--- src/rtl/placar_entrada_pontos.sv ---
// Button conditioning and score holding for a two-team scoreboard: synchronise and debounce
// the 1/2/3-point buttons, turn each press into one scoring event, and keep both scores within limits.
//
// state        | meaning
// -------------+-----------------------------------------------------------
// IDLE         | waiting for a debounced rising edge on any point button
// APPLY        | applying the latched weight/sign/team to the selected score
// WAIT_RELEASE | one event per press: hold until every button is released
module placar_entrada_pontos #(
  parameter int DEBOUNCE_CYCLES = 16,
  parameter int MAX_SCORE       = 99,
  parameter int ALERT_CYCLES    = 8
) (
  input  logic       clk,
  input  logic       rst_n,
  input  logic       A,
  input  logic       B,
  input  logic       C,
  input  logic       ChaveNegativaPositiva,
  input  logic       MudarTime,
  output logic [1:0] SaidaBtns,
  output logic [6:0] pontos0,
  output logic [6:0] pontos1,
  output logic       commit,
  output logic       buzzer,
  output logic       led
);

  localparam int DW = $clog2(DEBOUNCE_CYCLES);
  localparam int BW = $clog2(ALERT_CYCLES + 1);

  typedef enum logic [1:0] {IDLE, APPLY, WAIT_RELEASE} state_t;

  state_t state_q, state_d;

  logic [2:0]    raw, sync1, sync2, deb, deb_q;
  logic [DW-1:0] dcnt [3];
  logic [BW-1:0] buzz_cnt;
  logic          sub_q, team_q;

  logic          press, one_hot, latch_en, fire, wr;
  logic [1:0]    weight;
  logic [6:0]    sel_score, new_score;
  logic [7:0]    sum;

  assign raw = {C, B, A};

  always_ff @(posedge clk or negedge rst_n) begin
    if (!rst_n) begin
      sync1 <= '0;
      sync2 <= '0;
      deb_q <= '0;
    end else begin
      sync1 <= raw;
      sync2 <= sync1;
      deb_q <= deb;
    end
  end

  // The counter only runs while the synchronised level disagrees with the accepted one.
  for (genvar i = 0; i < 3; i++) begin : g_deb
    always_ff @(posedge clk or negedge rst_n) begin
      if (!rst_n) begin
        dcnt[i] <= '0;
        deb[i]  <= 1'b0;
      end else if (sync2[i] == deb[i]) begin
        dcnt[i] <= '0;
      end else if (dcnt[i] == DW'(DEBOUNCE_CYCLES - 1)) begin
        dcnt[i] <= '0;
        deb[i]  <= sync2[i];
      end else begin
        dcnt[i] <= dcnt[i] + 1'b1;
      end
    end
  end

  assign press   = |(deb & ~deb_q);
  assign one_hot = (deb == 3'b001) || (deb == 3'b010) || (deb == 3'b100);

  always_comb begin
    case (deb)
      3'b001:  weight = 2'd1;
      3'b010:  weight = 2'd2;
      3'b100:  weight = 2'd3;
      default: weight = 2'd0;
    endcase
  end

  assign sel_score = team_q ? pontos1 : pontos0;
  assign sum       = {1'b0, sel_score} + {6'b0, SaidaBtns};

  always_comb begin
    state_d   = state_q;
    latch_en  = 1'b0;
    fire      = 1'b0;
    wr        = 1'b0;
    new_score = sel_score;
    case (state_q)
      IDLE: begin
        if (press) begin
          if (one_hot) begin
            latch_en = 1'b1;
            state_d  = APPLY;
          end else begin
            fire    = 1'b1;
            state_d = WAIT_RELEASE;
          end
        end
      end
      APPLY: begin
        state_d = WAIT_RELEASE;
        if (!sub_q) begin
          if (sum <= 8'(MAX_SCORE)) begin
            wr        = 1'b1;
            new_score = sum[6:0];
          end else begin
            fire = 1'b1;
          end
        end else if ({5'b0, SaidaBtns} <= sel_score) begin
          wr        = 1'b1;
          new_score = sel_score - {5'b0, SaidaBtns};
        end else begin
          fire = 1'b1;
        end
      end
      WAIT_RELEASE: begin
        if (deb == 3'b000) state_d = IDLE;
      end
      default: state_d = IDLE;
    endcase
  end

  always_ff @(posedge clk or negedge rst_n) begin
    if (!rst_n) begin
      state_q   <= IDLE;
      SaidaBtns <= '0;
      sub_q     <= 1'b0;
      team_q    <= 1'b0;
      pontos0   <= '0;
      pontos1   <= '0;
      commit    <= 1'b0;
      buzz_cnt  <= '0;
      led       <= 1'b0;
    end else begin
      state_q <= state_d;
      commit  <= wr;
      led     <= (pontos0 == 7'(MAX_SCORE)) || (pontos1 == 7'(MAX_SCORE));
      if (latch_en) begin
        SaidaBtns <= weight;
        sub_q     <= ChaveNegativaPositiva;
        team_q    <= MudarTime;
      end
      if (wr) begin
        if (team_q) pontos1 <= new_score;
        else        pontos0 <= new_score;
      end
      // A re-fire reloads rather than extends the pulse.
      if (fire)                buzz_cnt <= BW'(ALERT_CYCLES);
      else if (buzz_cnt != '0) buzz_cnt <= buzz_cnt - 1'b1;
    end
  end

  assign buzzer = (buzz_cnt != '0);

endmodule

--- config.mk ---
export PLATFORM = sky130hd
export DESIGN_NAME = placar_entrada_pontos
export DESIGN_NICKNAME = d
export VERILOG_FILES = /design/src/rtl/placar_entrada_pontos.sv
export SDC_FILE = /design/constraint.sdc
export NUM_CORES = 1
export LEC_CHECK = 0
export ABC_AREA = 1
export BUFFER_PORTS_ARGS = -buffer_cell sky130_fd_sc_hd__buf_2
export CORE_MARGIN = 10
export CORE_UTILIZATION = 30
export DETAILED_ROUTE_END_ITERATION = 10
export GPL_TIMING_DRIVEN = 0
export REMOVE_ABC_BUFFERS = 1
export SLEW_MARGIN = 10
export SYNTH_ARGS = -nofsm -noshare
export SYNTH_HDL_FRONTEND = slang
export SYNTH_SLANG_ARGS = --single-unit
--- constraint.sdc ---
create_clock -name clk -period 4.5 [get_ports clk]
set_input_delay 0.675 -clock clk [delete_from_list [all_inputs] [get_ports clk]]
set_output_delay 0.675 -clock clk [all_outputs]
set_load 0.01 [all_outputs]
==> results.sh, run 1 <==
export IMPL_grt_overflow_total=0
export IMPL_post_drt_wl_per_cell_um=12.7
export IMPL_coreArea_um2=9910
export IMPL_drtAntennaViolNets=0
export IMPL_synth_seq_cells=50
export IMPL_layout_drive_gt1_share=0.186
export IMPL_ctsResizeCount=0
export IMPL_combPwrFrac=0.134
export IMPL_tritoncts="built"
export IMPL_synth_edf_count=0
export IMPL_grt_total_usage=0.0950
export IMPL_clockBufferDepth=2
export IMPL_outcome="finished, final reports clean"
export IMPL_dr_pass1_iters=4
export IMPL_post_route_util=0.347
export IMPL_synth_flop_cell="dfrtp_1"
export IMPL_ys_seq_area_frac=0.405
export IMPL_rows=36
export IMPL_routed_via_count=2475
export IMPL_fin_nets=415
export IMPL_crit_type="reg -> reg"
export IMPL_worst_pin_slew_ns=1.00
export IMPL_die_h_um=121
export IMPL_synth_distinct_cells=37
export IMPL_die_w_um=121
export IMPL_area_growth_pct=11.2
export IMPL_internal_power_uw=643
export IMPL_dieArea_um2=14800
export IMPL_avgSynthCellArea_um2=8.40
export IMPL_path_clk_slew_ns=0.10
export IMPL_netlist_area_um2=3090
export IMPL_grt_pass1_wl_um=11600
export IMPL_fin_crit_ns=3.34
export IMPL_synth_top_area_cell="dfrtp_1"
export IMPL_power_share_switching=0.280
export IMPL_pwr_share_clk=0.316
export IMPL_rsz0062_at_grt="false"
export IMPL_min_path_type="in -> async"
export IMPL_yosysTopAreaCellShare=0.405
export IMPL_ctsHoldBuffers=0
export IMPL_fillerInstances=1043
export IMPL_critical_path_required_ns=4.71
export IMPL_end_kind="flop"
export IMPL_h_tree_depth=2
export IMPL_drt_iter0_drc=120
export IMPL_power_density_nw_per_um2=260
export IMPL_grt_pass1_vias=2495
export IMPL_clk_latency_ns=0.31
export IMPL_start_util=0.312
export IMPL_grt_max_degree=51
export IMPL_drv_slew=0
export IMPL_drv_cap=0
export IMPL_io_buffers=25
export IMPL_viasPerCell=4.67
export IMPL_ios=26
export IMPL_p_leak_nw=1.79
export IMPL_fin_skew_ns=0.00739
export IMPL_hold_violations=0
export IMPL_cts_root_buf="clkbuf_8"
export IMPL_synth_area_leaders="dfrtp_1, nand2_1, nand3_1, inv_1, nand2_4"
export IMPL_synthArstFlopShare=1.00
export IMPL_slew_headroom=0.330
export IMPL_syn_inst=368
export IMPL_cts_setup_buffers=0
export IMPL_ys_warn_count=0
export IMPL_max_freq_ghz=0.299
export IMPL_crit_arrival_ns=3.55
export IMPL_antenna_found_initial=0
export IMPL_yosysMostFrequentCell="nand2_1"
export IMPL_cp_max_fo=17
export IMPL_cts_sinks=50
export IMPL_setup_viol=0
export IMPL_place_gp_congestion=0.889
export IMPL_seq_power_share=0.550
export IMPL_numCtsBuffers=5
export IMPL_routed_wl_um=6740
export IMPL_ir_drop_uv=159
export IMPL_dp_hpwl_um=5080
export IMPL_tns_ns=0
export IMPL_synth_top_cells_by_count="nand2_1, dfrtp_1, nand3_1"
export IMPL_insertedDiodeCount=0
export IMPL_finalCritPeriodShare=0.742
export IMPL_start_kind="flop"
export IMPL_netSwitchingPower_uw=251
export IMPL_route_detailed_drc=0
==> state kept, by name, indices dropped and copies added, names as in the netlist <==
register   cells
dcnt          12
pontos0        7
pontos1        7
buzz_cnt       4
deb            3
deb_q          3
sync1          3
sync2          3
SaidaBtns      2
state_q        2
commit         1
led            1
sub_q          1
team_q         1
==> power by group through the flow <==
| stage | Combinational (mW) | Clock [mW] | Sequential (mW) |
|---|---|---|---|
| 2_1_floorplan | 0.0897 | 0 | 0.498 |
| 3_3_place_gp | 0.116 | 0 | 0.500 |
| 3_5_place_dp | 0.122 | 0 | 0.501 |
| 4_1_cts | 0.123 | 0.293 | 0.492 |
| 5_1_grt | 0.143 | 0.310 | 0.495 |
| 6_report | 0.120 | 0.282 | 0.492 |
==> cells by family after synthesis <==
logic type / synth area share
AO/OA/AOI/OAI: 0.0486
buffers and inverters: 0.0769
XOR/XNOR: 0.0425
flip-flops: 0.405
adder cells (fa/ha/maj): 0.0534
AND/OR/NAND/NOR: 0.374
==> layout make-up <==
class	count	area, µm²	share of cell area
Sequential cell	50	1250	0.364
Tap cell	133	166	0.0484
Multi-Input combinational cell	268	1600	0.466
Timing Repair Buffer	26	145	0.0422
Clock buffer	5	68.8	0.0200
Inverter	45	174	0.0506
Clock inverter	3	28.8	0.00838
==> cell usage in the layout, fill, tap and decap left out, types with 2 or more instances in the layout <==
cell	netlist	routed
clkinv_4	0	2
nand3_1	44	44
nor2_8	2	2
o21ai_0	10	10
clkbuf_8	0	5
dfrtp_1	50	50
nand3b_1	5	5
clkinv_1	2	2
nor3_1	3	3
nor2_4	2	2
nor2_1	27	27
o21ai_1	4	4
ha_1	10	10
fa_1	2	2
nand4_1	5	5
nand2_2	8	8
inv_1	41	41
xnor2_1	6	6
nand2_1	92	92
o311ai_0	2	2
a21oi_1	6	6
xor2_1	9	9
nand2_4	13	13
nand3_4	2	2
buf_2	1	25
nand3_2	4	4
nor2_2	5	5
==> per-stage QoR <==
stage	cells	hold slack [ns]	setup WS [ns]	total power [mW]	instance area [µm²]
floorplan	363	0.331	1.74	0.588	3030
global placement	521	0.334	1.21	0.616	3320
detailed placement	521	0.335	1.13	0.623	3320
CTS	529	0.358	1.10	0.908	3420
global route	530	0.296	0.721	0.949	3440
finish	530	0.277	1.16	0.894	3440
==> final timing paths <==
| kind | cells past startpoint | slack, ns | from | to |
|---|---|---|---|---|
| hold reg to reg | 0 | 0.36 | sync1[1] | sync2[1] |
| setup / recovery | 16 | 1.16 | team_q | pontos0[3] |
| min in group clk | 0 | 0.36 | sync1[1] | sync2[1] |
| hold / removal | 1 | 0.28 | rst_n | SaidaBtns[1] |
| setup reg to reg | 16 | 1.16 | team_q | pontos0[3] |
| max in group asynchronous | 2 | 3.71 | rst_n | deb_q[2] |
==> critical path, stage by stage (launching register included) <==
cell	delay, ns
dfrtp_1	0.68
o21ai_0	0.80
ha_1	0.36
inv_1	0.05
nand2_1	0.04
nand2_1	0.11
nand2_1	0.12
nand2_1	0.08
nand2_1	0.08
nor2_2	0.10
nand2_2	0.08
nand3_4	0.15
nand3_4	0.10
nand2_4	0.11
nand3_2	0.18
nand2_1	0.15
nand2_1	0.06
==> metal layers <==
layer,wire [µm],vias up,track usage,part of all wire
li1,-,1240,-,-
met1,2970,1179,0.116,0.44
met2,3400,52,0.167,0.51
met3,332,4,0.0209,0.049
met4,26,0,0.0209,0.0039
met5,0,-,0,0
No activity file was read; power rests on OpenSTA's default activity.
==> run 2, diff against run 1 <==
Settings changed: ABC_AREA 1 to 0.
Clock period 4.5 ns to 2.8 ns, I/O delays scaled along.
==> results.sh, run 2 <==
export IMPL_drtAntennaViolNets=0
export IMPL_crit_arrival_ns=3.46
export IMPL_fin_skew_ns=0.0103
export IMPL_start_util=0.310
export IMPL_internal_power_mw=1.03
export IMPL_tns_ns=-7.50
export IMPL_synth_flop_cell="dfrtp_1"
export IMPL_synthSimpleGateAreaFrac=0.164
export IMPL_area_growth_pct=22.2
export IMPL_regMostFlops="dcnt"
export IMPL_grt_total_usage=0.0963
export IMPL_dp_hpwl_um=4590
export IMPL_numCtsBuffers=5
export IMPL_tritoncts="built"
export IMPL_fin_crit_ns=3.27
export IMPL_largest_reg_flops=12
export IMPL_yosysMostFrequentCell="dfrtp_1"
export IMPL_route_detailed_drc=0
export IMPL_max_freq_ghz=0.306
export IMPL_netSwitchingPower_uw=385
export IMPL_ys_warn_count=0
export IMPL_stdcell_count=448
export IMPL_synth_fa_ha_area_frac=0.0570
export IMPL_worst_pin_slew_ns=0.732
export IMPL_pwr_share_clk=0.298
export IMPL_synth_top_cells_by_count="dfrtp_1, nor2_1, nand2_1"
export IMPL_min_path_type="in -> async"
export IMPL_finalPower_mw=1.42
export IMPL_grt_overflow_total=0
export IMPL_holdWs_ns=0.126
export IMPL_grt_pass1_vias=2311
export IMPL_layout_commonest_cell="dfrtp_1"
export IMPL_postPlaceCellArea_um2=3130
export IMPL_seq_power_share=0.570
export IMPL_fin_nets=338
export IMPL_drv_slew=0
export IMPL_dr_pass1_iters=4
export IMPL_cp_max_fo=7
export IMPL_synth_top_area_cell="dfrtp_1"
export IMPL_outcome="complete, but fails checks"
export IMPL_die_w_um=118
export IMPL_reg2reg_depth=13
export IMPL_r2r_end="pontos0[1]"
export IMPL_rows=35
export IMPL_io_buffers=25
export IMPL_cts_sinks=50
export IMPL_regToRegStartpoint="team_q"
export IMPL_routed_wl_um=6700
export IMPL_violations="negative setup slack"
export IMPL_final_cell_mix="dfrtp_1, buf_2, nor2_1"
export IMPL_synth_xor_area_share=0.0333
export IMPL_antenna_found_initial=0
export IMPL_drv_cap=0
export IMPL_fin_area_um2=3540
export IMPL_place_inst=423
export IMPL_post_drt_wl_per_cell_um=14.9
export IMPL_finalCritPeriodShare=1.17
export IMPL_place_gp_congestion=0.907
export IMPL_ctsHoldBuffers=0
export IMPL_synth_area_leaders="dfrtp_1, mux2_2, ha_1, mux2i_1, xnor2_1"
export IMPL_synth_top_family_by_area="simple AND/OR/NAND/NOR gates"
export IMPL_routed_via_count=2234
export IMPL_ios=26
export IMPL_netlist_area_um2=2900
export IMPL_critical_path_required_ns=2.99
export IMPL_insertedDiodeCount=0
export IMPL_drt_iter0_drc=225
export IMPL_hold_violations=0
export IMPL_synthArstFlopShare=1.00
export IMPL_p_leak_nw=1.55
export IMPL_cp_startpoint="team_q"
export IMPL_clk_latency_ns=0.31
export IMPL_reg2reg_slack_ns=-0.47
export IMPL_critPathCapture="pontos0[1]"
export IMPL_clockBufferDepth=2
export IMPL_yosysTopAreaCellShare=0.432
export IMPL_synth_compound_area_frac=0.154
export IMPL_dieArea_um2=14000
export IMPL_worst_slack_ns=-0.466
export IMPL_coreArea_um2=9330
export IMPL_layout_drive_gt1_share=0.310
export IMPL_synth_seq_cells=50
export IMPL_h_tree_depth=2
export IMPL_syn_inst=278
export IMPL_viasPerCell=4.99
export IMPL_start_kind="flop"
export IMPL_muxShareOfSynthArea=0.124
export IMPL_power_density_nw_per_um2=400
export IMPL_avgSynthCellArea_um2=10.4
export IMPL_rsz0062_at_grt="true"
export IMPL_synth_distinct_cells=58
export IMPL_crit_type="reg -> reg"
export IMPL_combPwrFrac=0.132
export IMPL_die_h_um=118
export IMPL_cts_root_buf="clkbuf_8"
export IMPL_reg_largest_list="dcnt: 12 flops, pontos0: 7 flops, pontos1: 7 flops"
export IMPL_grt_pass1_wl_um=11500
export IMPL_slew_headroom=0.511
export IMPL_ir_drop_uv=259
export IMPL_ys_seq_area_frac=0.432
export IMPL_path_clk_slew_ns=0.09
export IMPL_synth_edf_count=0
export IMPL_grt_max_degree=51
export IMPL_power_share_switching=0.272
export IMPL_setup_viol=19
export IMPL_end_kind="flop"
## run 2: cell count changes after synthesis, moves of 8 or more
cell	delta
a21oi_1	+11
mux2i_1	+9
mux2_2	+17
inv_1	-27
nand2_1	-73
nand3_1	-39
nand2_4	-13
xor2_1	-8
## run 2: what timing repair did
action	4_1_cts	5_1_grt
gates resized for setup	28	11
setup endpoints to repair	19	19
pin swaps	9	10
setup buffers	14	5
## run 2: routing by layer
layer  wire (µm)  vias to the layer above  track usage
li1            -                     1085            -
met1        3190                     1083        0.126
met2        3160                       60        0.157
met3         268                        6       0.0148
met4          82                        0       0.0348
met5           0                        -            0
## run 2: stage by stage
stage	util	setup slack (ns)
after global placement	0.336	-1.63
after floorplan	-	-0.998
after CTS	0.369	-0.511
after global routing	0.379	-0.560
after detailed placement	0.336	-1.68
final	0.379	-0.466
## run 2: cell type report
class | instances | area [µm²]
clock inverters | 2 | 15.0
fillers | 903 | 5790
multi-input cells | 205 | 1680
inverters | 14 | 52.6
repair buffers | 43 | 303
flip-flops and latches | 50 | 1250
clock buffers | 5 | 68.8
well taps | 129 | 161
## run 2: cell families (layout without fill, tap and decap cells)
| group | after synthesis | after routing |
|---|---|---|
| fa+ha+maj | 12 | 12 |
| xor+xnor | 11 | 11 |
| compound gates | 64 | 64 |
| buf+inv | 23 | 64 |
| mux | 31 | 31 |
| flops | 50 | 50 |
| simple gates | 87 | 87 |
## run 2: power groups by stage
| stage | combinational, mW | sequential, mW | clock [mW] |
|---|---|---|---|
| after global placement | 0.159 | 0.818 | 0 |
| after CTS | 0.182 | 0.807 | 0.440 |
| after global routing | 0.213 | 0.817 | 0.470 |
| final | 0.186 | 0.807 | 0.422 |
| after detailed placement | 0.167 | 0.821 | 0 |
| after floorplan | 0.122 | 0.812 | 0 |
## run 2: worst max-delay path, stage by stage (launching register included)
cell     delay [ns]
dfrtp_4        0.47
mux2i_4        0.25
inv_2          0.07
ha_4           0.17
fa_2           0.38
and4b_1        0.20
a41oi_2        0.23
nor2_2         0.10
xnor2_2        0.16
nor3_4         0.38
o31a_4         0.24
nor3_4         0.05
buf_12         0.16
mux2_4         0.29
## run 2: how the worst min path moves through the flow
stage / startpoint / end / slack (ns) / cells past startpoint
global placement: sync1[2] / sync2[2] / 0.33 / 0
finish: rst_n / dcnt[6] / 0.13 / 1
detailed placement: sync1[0] / sync2[0] / 0.33 / 0
global route: rst_n / buzz_cnt[1] / 0.18 / 1
CTS: C / sync1[2] / 0.20 / 1
floorplan: rst_n / SaidaBtns[0] / 0.12 / 0
